==> src/rtl/graph_pkg.sv <==
// -----------------------------------------------------------------------------
// graph_pkg
// Shared types and constants for the graph feature extractor pooling stage.
//   - PRECISION / TIME_WIDTH / COORD_WIDTH : default widths of features,
//     timestamps and event coordinates
//   - pool_mode_e   : feature merge mode (signed MAX, or saturating SUM)
//   - event_type    : x, y, t of one input-graph event
//   - pool_state_e  : RMW sequencer states, exported for debug visibility
//   - pooled_edge_idx : bit position of a pooled edge in the 18-bit mask
// -----------------------------------------------------------------------------
package graph_pkg;

    localparam int PRECISION     = 8;
    localparam int TIME_WIDTH    = 16;
    localparam int COORD_WIDTH   = 16;
    localparam int OUT_EDGE_BITS = 18;
    localparam int SELF_LOOP_IDX = 4;

    typedef enum logic {
        POOL_MAX,
        POOL_SUM
    } pool_mode_e;

    typedef struct packed {
        logic [COORD_WIDTH-1:0] x;
        logic [COORD_WIDTH-1:0] y;
        logic [TIME_WIDTH-1:0]  t;
    } event_type;

    typedef enum logic [2:0] {
        ST_IDLE,
        ST_CONVERT,
        ST_READ,
        ST_WAIT,
        ST_MERGE,
        ST_WRITE
    } pool_state_e;

    // Mask layout: two 3x3 planes (pdt = 0 / 1), row-major in (pdy, pdx).
    // Bit 4 is therefore the self loop (pdt=0, pdy=0, pdx=0).
    function automatic logic [4:0] pooled_edge_idx(input int pdt, input int pdy, input int pdx);
        return 5'(pdt * 9 + (pdy + 1) * 3 + (pdx + 1));
    endfunction

endpackage

==> src/rtl/edge_pool_converter.sv <==
// -----------------------------------------------------------------------------
// edge_pool_converter
// Combinational mapper for a single neighbour edge of the current event onto
// the pooled output graph.
//   k        : neighbour index (selects the input-space offset dx, dy)
//   x, y, t  : coordinates and timestamp of the current event
//   edge_val : neighbour k is connected
//   edge_dt  : t(event) - t(neighbour k)
//   valid    : edge survives bounds and temporal checks
//   idx      : pooled edge mask bit for this edge (meaningful when valid)
// -----------------------------------------------------------------------------
module edge_pool_converter
    import graph_pkg::*;
#(
    parameter int IN_GRAPH_SIZE = 128,
    parameter int POOL_SIZE     = 4,
    parameter int T_POOL        = 4,
    parameter int RADIUS        = 1,
    parameter int KW            = 5
) (
    input  logic [KW-1:0]          k,
    input  logic [COORD_WIDTH-1:0] x,
    input  logic [COORD_WIDTH-1:0] y,
    input  logic [TIME_WIDTH-1:0]  t,
    input  logic                   edge_val,
    input  logic [TIME_WIDTH-1:0]  edge_dt,
    output logic                   valid,
    output logic [4:0]             idx
);

    localparam int W = 2 * RADIUS + 1;

    int   k_i, x_i, y_i, t_i, dt_i;
    int   dx, dy, nx, ny, pdx, pdy, pdt;
    logic in_bounds, t_ok;

    always_comb begin
        k_i  = int'(k);
        x_i  = int'(x);
        y_i  = int'(y);
        t_i  = int'(t);
        dt_i = int'(edge_dt);

        // Neighbour indices beyond W*W wrap onto the same offsets; the
        // resulting duplicate mask bits are simply ORed in.
        dx = (k_i % W) - RADIUS;
        dy = ((k_i / W) % W) - RADIUS;
        nx = x_i + dx;
        ny = y_i + dy;

        in_bounds = (nx >= 0) && (nx < IN_GRAPH_SIZE) && (ny >= 0) && (ny < IN_GRAPH_SIZE);

        // RADIUS < POOL_SIZE keeps these within {-1, 0, 1} once in bounds.
        pdx = (nx / POOL_SIZE) - (x_i / POOL_SIZE);
        pdy = (ny / POOL_SIZE) - (y_i / POOL_SIZE);

        // A neighbour stamped before time zero cannot exist.
        t_ok = (t_i >= dt_i);
        pdt  = (t_i / T_POOL) - ((t_i - dt_i) / T_POOL);

        valid = edge_val && in_bounds && t_ok && ((pdt == 0) || (pdt == 1));
        idx   = pooled_edge_idx(pdt, pdy, pdx);
    end

endmodule

==> src/rtl/async_pool_rmw.sv <==
// -----------------------------------------------------------------------------
// async_pool_rmw
// Event-driven spatio-temporal pooling stage. One accepted event is converted
// into an 18-bit pooled edge mask, then the pooled vertex it lands on is
// read-modify-written in an external single-port RAM.
//
// Ports:
//   clk, reset_n      clock, asynchronous active-low reset
//   in_valid/in_ready input handshake
//   in_event          x, y, t of the event
//   in_edge_val/dt    per-neighbour connection flag and time difference
//   in_features       signed features of the event
//   read              RAM read data, READ_LATENCY cycles after the read
//   write, addr       RAM write data ([17:0] edges, features above) / address
//   ena, wea          RAM enable / write enable
//   mem_ptr           active time-slot bank
//   bank_advance      one-cycle pulse when mem_ptr moves
//   done              one-cycle pulse coincident with the RAM write
//   dbg_state         current sequencer state
//
// Handshake: an event transfers on a rising clock edge where in_valid and
// in_ready are both high. in_ready is high only in IDLE, so the block is
// single-issue; in_valid while busy has no effect and upstream must hold the
// event until it is accepted.
// -----------------------------------------------------------------------------
module async_pool_rmw
    import graph_pkg::*;
#(
    parameter int         IN_GRAPH_SIZE = 128,
    parameter int         POOL_SIZE     = 4,
    parameter int         T_POOL        = 4,
    parameter int         RADIUS        = 1,
    parameter int         PRECISION     = graph_pkg::PRECISION,
    parameter int         INPUT_DIM     = 16,
    parameter int         NUM_BANKS     = 3,
    parameter int         READ_LATENCY  = 1,
    parameter pool_mode_e MODE          = POOL_MAX,
    localparam int OUT_GRAPH_SIZE = IN_GRAPH_SIZE / POOL_SIZE,
    localparam int W              = 2 * RADIUS + 1,
    localparam int EDGE_NUM       = 2 * W * W,
    localparam int TW             = TIME_WIDTH,
    localparam int DATA_WIDTH     = INPUT_DIM * PRECISION + OUT_EDGE_BITS,
    localparam int ADDR_WIDTH     = $clog2(OUT_GRAPH_SIZE ** 2),
    localparam int PTR_WIDTH      = $clog2(NUM_BANKS)
) (
    input  logic                                 clk,
    input  logic                                 reset_n,
    input  logic                                 in_valid,
    output logic                                 in_ready,
    input  event_type                            in_event,
    input  logic [EDGE_NUM-1:0]                  in_edge_val,
    input  logic [EDGE_NUM-1:0][TW-1:0]          in_edge_dt,
    input  logic [INPUT_DIM-1:0][PRECISION-1:0] in_features,
    input  logic [DATA_WIDTH-1:0]                read,
    output logic [DATA_WIDTH-1:0]                write,
    output logic [ADDR_WIDTH-1:0]                addr,
    output logic                                 ena,
    output logic                                 wea,
    output logic [PTR_WIDTH-1:0]                 mem_ptr,
    output logic                                 bank_advance,
    output logic                                 done,
    output pool_state_e                          dbg_state
);

    localparam int CW = $clog2(EDGE_NUM);

    pool_state_e state_q, state_d;

    // Latched transaction
    event_type                            ev_q;
    logic [EDGE_NUM-1:0]                  val_q;
    logic [EDGE_NUM-1:0][TW-1:0]          dt_q;
    logic [INPUT_DIM-1:0][PRECISION-1:0]  feat_q;

    logic [CW-1:0]             conv_cnt;
    logic [1:0]                wait_cnt;
    logic [OUT_EDGE_BITS-1:0]  mask_q;

    // Bank ring
    logic [TW-1:0] last_slot;
    logic          first_flag;
    logic [TW-1:0] slot_in;

    logic                     edge_ok;
    logic [4:0]               edge_idx;
    logic [ADDR_WIDTH-1:0]    addr_calc;
    logic [DATA_WIDTH-1:0]    merged;
    logic                     accept;

    assign dbg_state = state_q;
    assign accept    = in_valid && in_ready;
    assign slot_in   = in_event.t / TW'(T_POOL);
    assign addr_calc = ADDR_WIDTH'((int'(ev_q.y) / POOL_SIZE) * OUT_GRAPH_SIZE
                                   + int'(ev_q.x) / POOL_SIZE);

    // ---------------------------------------------------------------------
    // Sequencer
    // ---------------------------------------------------------------------
    always_ff @(posedge clk or negedge reset_n) begin
        if (!reset_n) begin
            state_q <= ST_IDLE;
        end else begin
            state_q <= state_d;
        end
    end

    always_comb begin
        state_d  = state_q;
        in_ready = 1'b0;
        ena      = 1'b0;
        wea      = 1'b0;
        done     = 1'b0;
        case (state_q)
            ST_IDLE: begin
                in_ready = 1'b1;
                if (in_valid) state_d = ST_CONVERT;
            end
            ST_CONVERT: begin
                if (conv_cnt == CW'(EDGE_NUM - 1)) state_d = ST_READ;
            end
            ST_READ: begin
                ena     = 1'b1;
                state_d = (READ_LATENCY > 1) ? ST_WAIT : ST_MERGE;
            end
            ST_WAIT: begin
                if (wait_cnt == 2'(READ_LATENCY - 2)) state_d = ST_MERGE;
            end
            ST_MERGE: begin
                state_d = ST_WRITE;
            end
            ST_WRITE: begin
                ena     = 1'b1;
                wea     = 1'b1;
                done    = 1'b1;
                state_d = ST_IDLE;
            end
            default: state_d = ST_IDLE;
        endcase
    end

    // ---------------------------------------------------------------------
    // Edge conversion, one neighbour per CONVERT cycle
    // ---------------------------------------------------------------------
    edge_pool_converter #(
        .IN_GRAPH_SIZE(IN_GRAPH_SIZE),
        .POOL_SIZE    (POOL_SIZE),
        .T_POOL       (T_POOL),
        .RADIUS       (RADIUS),
        .KW           (CW)
    ) u_conv (
        .k       (conv_cnt),
        .x       (ev_q.x),
        .y       (ev_q.y),
        .t       (ev_q.t),
        .edge_val(val_q[conv_cnt]),
        .edge_dt (dt_q[conv_cnt]),
        .valid   (edge_ok),
        .idx     (edge_idx)
    );

    // ---------------------------------------------------------------------
    // Merge datapath: stored edges OR new edges OR self loop; features by mode
    // ---------------------------------------------------------------------
    logic signed [PRECISION-1:0] rd_f, in_f;
    logic signed [PRECISION:0]   sum_f;

    always_comb begin
        merged = '0;
        rd_f   = '0;
        in_f   = '0;
        sum_f  = '0;
        merged[OUT_EDGE_BITS-1:0] = read[OUT_EDGE_BITS-1:0] | mask_q
                                    | (OUT_EDGE_BITS'(1) << SELF_LOOP_IDX);
        for (int i = 0; i < INPUT_DIM; i++) begin
            rd_f  = $signed(read[OUT_EDGE_BITS + i * PRECISION +: PRECISION]);
            in_f  = $signed(feat_q[i]);
            sum_f = $signed({rd_f[PRECISION-1], rd_f}) + $signed({in_f[PRECISION-1], in_f});
            if (MODE == POOL_SUM) begin
                // Overflow when the carry-out disagrees with the sign bit.
                if (sum_f[PRECISION] != sum_f[PRECISION-1]) begin
                    merged[OUT_EDGE_BITS + i * PRECISION +: PRECISION] =
                        sum_f[PRECISION] ? {1'b1, {(PRECISION-1){1'b0}}}
                                         : {1'b0, {(PRECISION-1){1'b1}}};
                end else begin
                    merged[OUT_EDGE_BITS + i * PRECISION +: PRECISION] = sum_f[PRECISION-1:0];
                end
            end else begin
                merged[OUT_EDGE_BITS + i * PRECISION +: PRECISION] = (rd_f > in_f) ? rd_f : in_f;
            end
        end
    end

    // ---------------------------------------------------------------------
    // Datapath registers
    // ---------------------------------------------------------------------
    always_ff @(posedge clk or negedge reset_n) begin
        if (!reset_n) begin
            ev_q         <= '0;
            val_q        <= '0;
            dt_q         <= '0;
            feat_q       <= '0;
            conv_cnt     <= '0;
            wait_cnt     <= '0;
            mask_q       <= '0;
            addr         <= '0;
            write        <= '0;
            mem_ptr      <= '0;
            last_slot    <= '0;
            first_flag   <= 1'b1;
            bank_advance <= 1'b0;
        end else begin
            bank_advance <= 1'b0;
            case (state_q)
                ST_IDLE: begin
                    if (accept) begin
                        ev_q     <= in_event;
                        val_q    <= in_edge_val;
                        dt_q     <= in_edge_dt;
                        feat_q   <= in_features;
                        conv_cnt <= '0;
                        mask_q   <= '0;
                        // The first event after reset only seeds the slot
                        // history; later slot changes rotate the bank ring.
                        if (first_flag) begin
                            first_flag <= 1'b0;
                            last_slot  <= slot_in;
                        end else if (slot_in != last_slot) begin
                            last_slot    <= slot_in;
                            bank_advance <= 1'b1;
                            mem_ptr      <= (mem_ptr == PTR_WIDTH'(NUM_BANKS - 1))
                                            ? '0 : mem_ptr + 1'b1;
                        end
                    end
                end
                ST_CONVERT: begin
                    if (edge_ok) mask_q <= mask_q | (OUT_EDGE_BITS'(1) << edge_idx);
                    conv_cnt <= conv_cnt + 1'b1;
                    // addr only moves when the RAM access begins.
                    if (conv_cnt == CW'(EDGE_NUM - 1)) addr <= addr_calc;
                end
                ST_READ: begin
                    wait_cnt <= '0;
                end
                ST_WAIT: begin
                    wait_cnt <= wait_cnt + 1'b1;
                end
                ST_MERGE: begin
                    write <= merged;
                end
                default: ;
            endcase
        end
    end

endmodule
==> config.mk <==
export PLATFORM = sky130hd
export DESIGN_NAME = async_pool_rmw
export DESIGN_NICKNAME = d
export VERILOG_FILES = /design/src/rtl/graph_pkg.sv /design/src/rtl/edge_pool_converter.sv /design/src/rtl/async_pool_rmw.sv
export SDC_FILE = /design/constraint.sdc
export NUM_CORES = 2
export LEC_CHECK = 0
export CAP_MARGIN = 10
export CORE_AREA = 5 5 307 309
export DETAILED_ROUTE_END_ITERATION = 6
export DIE_AREA = 0 0 312 314
export PLACE_DENSITY = 0.7
export RECOVER_POWER = 25
export SYNTH_ARGS = -nofsm -noshare
export SYNTH_HDL_FRONTEND = slang
export SYNTH_SLANG_ARGS = --single-unit
==> constraint.sdc <==
create_clock -name clk -period 19.75 [get_ports clk]
set_clock_uncertainty 0.15 [all_clocks]
set_input_delay 4.9375 -clock clk [delete_from_list [all_inputs] [get_ports clk]]
set_output_delay 4.9375 -clock clk [all_outputs]
set_load 0.02 [all_outputs]
**After elaboration in Yosys (flattened, before gate mapping)**

Index checks and enable logic that the tools add are counted.

- Register bits after elaboration: 686
- Input bits: 631
- Output and inout bits: 166
- Word-level logic and storage cells: 180

- $add $sub $neg: 19
- $mul: 2
- Div/mod/pow operators: 3
- Order comparisons: 22
- Equality and inequality tests: 15
- Shift operators: 1
- Mux-type cells: 40
- Bitwise operators: 6
- Reduce and logical (&&, ||, !) cells: 24

Operator list:

| operator | count |
|---|---|
| $gt 8x8->1 | 16 |
| $mux 8 | 16 |
| $bmux 16 s5 | 1 |
| $add 17x32->32 | 2 |
| $add 32x1->32 | 2 |
| $ge 32x1->1 const B | 2 |
| $lt 32x9->1 const B | 2 |
| $sub 32x2->32 const B | 2 |
| $mux 16 | 3 |
| $mux 18 | 2 |
| $or 18x18->18 | 2 |
| $pmux 18 s2 | 1 |
| $add 32x2->32 const B | 1 |
| $div 6x3->32 const B | 1 |
| $eq 32x2->1 const B | 1 |
| $logic_not 32->1 | 1 |
| $mod 32x3->32 const B | 1 |
| $mod 6x3->32 const B | 1 |
| $mul 32x3->5 const B | 1 |
| $mul 32x5->5 const B | 1 |
| $sub 15x32->32 | 1 |
| $sub 32x15->32 | 1 |
| $shl 1x5->18 const A | 1 |
| $sub 16x16->17 | 1 |
| other kinds (34) | 69 |

**Depth between registers and ports, before layout**

- Depth after elaboration: 16
- Gate-level depth with buffers: 56
- Gate-level depth less buffers: 51

**Hierarchy**

A second synthesis with hierarchy kept.

- Cells, all modules: 4763
- Area total of the unflattened synthesis: 41010.6 µm²

Modules (own cells, without submodules):

| module | instances | cells each | area an instance (µm²) | seq. area each (µm²) |
|---|---|---|---|---|
| async_pool_rmw | 1 | 3569 | 33034.2 | 17092.6 |
| edge_pool_converter | 1 | 1194 | 7976.4 | 0.0 |

**Worst setup path after synthesis**

Ideal clock, no wire load.

- Kind: register -> register
- From: register conv_cnt[0]
- To: register mask_q[1]
- Library setup time: 93 ps
- Data arrival time: 12728 ps
- Data required time: 19507 ps
- Slack: 6780 ps
- Cell stages (with the launch flop): 56
- Buffers on the path: 7
- Clock period less this slack: 12970 ps
- Path through: dfrtp_1 buf_1 buf_1 clkbuf_1 clkbuf_1 inv_1 ha_1 a21oi_1 buf_2 xnor2_1 ha_1 a21oi_1 nand3_2 or3_1 nand2_1 o21ai_0 ha_1 o21a_1 [20 not listed] fa_1 fa_1 inv_1 fa_1 fa_1 inv_1 fa_1 inv_1 ha_1 a21o_1 a21oi_1 xor2_1 xnor2_1 xnor2_1 xnor2_1 nor2b_1 nand4b_2 o31ai_2

- Longest elaborated chain between the ends: 16
- Elaborated cells between the ends (all ways): 50
- Those cells by class: 15 x add/sub; 2 x mul; 3 x div; 5 x order compare; 2 x eq/ne; 1 x shift; 6 x mux; 4 x bitwise; 12 x reduce/logical

Ends and longest elaborated chain:

| what | RTL line | text |
|---|---|---|
| start: declaration | async_pool_rmw.sv:75 | `logic [CW-1:0] conv_cnt;` |
| start signal: assignment | async_pool_rmw.sv:237 | `conv_cnt <= conv_cnt + 1'b1;` |
| $div 6x3->32 | edge_pool_converter.sv:47 | `dy = ((k_i / W) % W) - RADIUS;` |
| $mod 32x3->32 | edge_pool_converter.sv:47 |  |
| $sub 32x2->32 | edge_pool_converter.sv:47 |  |
| $add 17x32->32 | edge_pool_converter.sv:49 | `ny = y_i + dy;` |
| $reduce_or 2->1 (no line) | -- |  |
| $and 1x1->1 (no line) | -- |  |
| $add 32x1->32 (no line) | -- |  |
| $sub 32x15->32 | edge_pool_converter.sv:55 | `pdy = (ny / POOL_SIZE) - (y_i / POOL_SIZE);` |
| $add 32x2->32 | graph_pkg.sv:42 | `return 5'(pdt * 9 + (pdy + 1) * 3 + (pdx + 1));` |
| $mul 32x3->5 | graph_pkg.sv:42 |  |
| $add 5x5->5 (2 in series) | graph_pkg.sv:42 |  |
| $shl 1x5->18 | async_pool_rmw.sv:236 | `if (edge_ok) mask_q <= mask_q \| (OUT_EDGE_BITS'(1) << edge_idx);` |
| $or 18x18->18 | async_pool_rmw.sv:236 |  |
| $mux 18 | async_pool_rmw.sv:236 |  |
| $pmux 18 s2 | async_pool_rmw.sv:213 | `case (state_q)` |
| end signal: assignment | async_pool_rmw.sv:236 |  |
| end: declaration | async_pool_rmw.sv:77 | `logic [OUT_EDGE_BITS-1:0] mask_q;` |

Parallel ways exist; a longest one is shown, timed or not. The select of a mux whose other input is x is not followed.
A chain may end at the register's enable or synchronous reset.

**Worst setup path in the final report**

- From: register conv_cnt[1]
- To: register mask_q[1]

The elaborated chain is that of the path after synthesis.

==> impl_metrics.ini <==
[outcome]
status = finished, violations left
violations = max-capacitance violations, max-slew violations

[synth]
yosys.area_share.simple_pct = 19.10
syn_area_sq_um = 40530
synth_nets = 5603
synth_area_leaders = dfrtp_1 (42%), nand2_1 (12%), ha_1 (9.2%)
synth_compound_area_share_pct = 12.64
postSynthCellCount = 4654
yosysTopAreaCell = dfrtp_1
synth.distinct_cells = 90
synth_seq_cells = 683
synth_area_per_cell_sq_um = 8.709
synthXorXnorAreaFrac_pct = 1.923
synth_top_area_share_pct = 42.10
synth_fa_ha_area_share_pct = 10.19
synth_edf_count = 0
ys.warnings.count = 0
synthArstFlopShare_pct = 100.0
ys_seq_area_share_pct = 42.17
synth_top_flop_cell = dfrtp_1
synth_top_family_by_area = simple AND/OR/NAND/NOR gates
muxShareOfSynthArea_pct = 8.529

[worst_setup_path]
cp.arrival_ns = 14.49
crit_path_start_kind = flip-flop
cp-end-kind = flip-flop
cpPeakStageDelay_ns = 2.17
r2r_cells = 40
r2r_slack_ns = 5.66
crit_fanout = 40
r2r-start = conv_cnt[1]
path_common_cell = fa_1
crit_type = flip-flop to flip-flop
worstPathRequired_ns = 20.15
timing.rr.end = mask_q[1]
critPathSlowestCell = clkbuf_1

[finish]
syn_to_final_growth_pct = 28.60
nFillCells = 8241
nNetsFinal = 6301
layout-drive-gt1-share_pct = 4.922
register_area_sq_um = 17100
multi_input_area_sq_um = 21240

[hold_path]
hold_path.class = flip-flop to flip-flop
holdPathEnd = dt_q[53]
holdPathStages = 2
hp-start = dt_q[53]

[run]
drv_cap = 6

[clock_network]
cts_max_path_buffers = 3
clock-sinks = 683
cts_resized = 0
ctsHoldBuffers = 0
clk_latency_ns = 0.65
post_cts_buffers = 0
cts_buffers = 79
clk_pin_slew_ns = 0.06
h-tree-depth = 3
cts_tree = built
root_buffer = clkbuf_16

[routing]
avgRoutedWirePerCell_um = 21.12
drc_errors = 0
wl_met3_um = 10270
vias = 35640
drt-met1-wl_um = 58860
wl_met2_um = 65300
ant_nets = 0
highest_layer = met5
first_iter_violations = 2844
routed_wl_um = 140200
routed_via_density = 5.371
first_pass_iters = 6

[place]
gp_congestion = 0.9351
hpwl_um = 107900
io_buffers = 795
dp_slack_ns = 5.878

[floorplan]
fp-row-count = 111
fp.dieH_um = 314
dieArea_sq_um = 97970
fp.dieW_um = 312
initial_utilization_pct = 44.49
io_pins = 797
coreArea_sq_um = 91110

[sta]
clock.fmax_ghz = 0.07099
drv_slew = 438
tightest_slew_ns = 5.961
tns_ns = 0
setup-violations-final = 0
hold_viol_final = 0
fin_ws_ns = 5.663
post-route-period-util_pct = 71.33
post-route-min-period_ns = 14.09
maxSlewHeadroom_pct = -297.4
rsz0062_at_grt = false

[global_route]
grt_pass1_vias = 35320
track_usage_pct = 27.86
grt_max_degree = 224
grt_overflow = 0
antenna_found_initial = 56
grt_pass1_wl_um = 212500
## worst max-delay path, delay by kind of cell (launching register included)
family                     cells  cell delay [ns]
adders and majority gates      9             3.64
and+or+nand+nor                4             0.68
xor gates and xnor gates       5             1.37
buffers and inverters          7             3.95
muxes                          1             0.23
AOI/OAI and AO/OA             14             3.24
DFF                            1             0.65
## worst max-delay path by stage
stage / slack, ns / cells after the start / endpoint / from
after floorplan: 6.78 / 55 / mask_q[1] / conv_cnt[0]
after global placement: 5.96 / 53 / mask_q[0] / conv_cnt[3]
final: 5.66 / 40 / mask_q[1] / conv_cnt[1]
after CTS: 5.79 / 53 / mask_q[1] / conv_cnt[3]
after global routing: 4.68 / 53 / mask_q[0] / conv_cnt[3]
after detailed placement: 5.88 / 53 / mask_q[1] / conv_cnt[3]
## cell type report
type                    instances  area share (%)
inverters                     375           2.700
multi-input cells            3385           40.75
flip-flops and latches        683           32.81
clock buffers                 119           4.491
clock inverters                14          0.3841
well taps                    1186           2.847
repair buffers                828           15.80
diodes                         46          0.2208
## placed cells by master, fill, tap and decap left out, drive strengths merged, types with 68 or more instances in the layout
cell type / instances
inv: 375
mux2i: 171
ha: 298
nor2: 298
nand2: 1287
clkbuf: 124
a21oi: 282
o21a: 82
mux4: 68
clkdlybuf4s50: 776
o21ai: 281
dfrtp: 682
## layer usage
layer / up-vias / track usage, %
li1: 17100 / -
met1: 17160 / 35.40
met2: 1092 / 45.69
met3: 270 / 7.156
met4: 18 / 11.49
met5: - / 0
## cell families (layout without fill, tap and decap cells)
family,count (synthesis),after routing
AO/OA/AOI/OAI,855,855
buffers and inverters,586,1336
adder cells (fa/ha/maj),318,318
multiplexers,258,258
other,0,46
flip-flops,683,683
XOR/XNOR,89,89
AND/OR/NAND/NOR,1865,1865
## cell usage after synthesis, types with 35 or more instances
library cell  number
xnor2_1           54
o21a_1            82
nand4_1           36
nand2_1         1287
inv_1            373
nor2_1           298
nand3_1           51
clkbuf_1         190
mux2i_1          171
dfrtp_1          682
ha_1             298
o21ai_0          268
a21oi_1          281
xor2_1            35
mux4_2            68
## sequential cells by signal, indices dropped and copies added, names as in the netlist
name and flops:
mem_ptr 2, ev_q 48, val_q 18, bank_advance 1, addr 10, first_flag 1
write 146, mask_q 17, last_slot 14, feat_q 120, conv_cnt 5, dt_q 288
in_f 8, dbg_state 3, wait_cnt 2
## metrics by stage
step | utilization (%) | hold slack [ns] | cell area [sq um] | cells
after floorplan | - | 0.2903 | 40530 | 4654
after global placement | 54.33 | 0.3002 | 49500 | 6457
after detailed placement | 54.33 | 0.3069 | 49500 | 6457
after CTS | 57.12 | 0.3210 | 52040 | 6590
after global routing | 57.18 | 0.3310 | 52100 | 6624
final | 57.21 | 0.3186 | 52130 | 6636
Power is not shown: default switching activity piles up to over one toggle a cycle in this logic, so the estimate is an artifact.
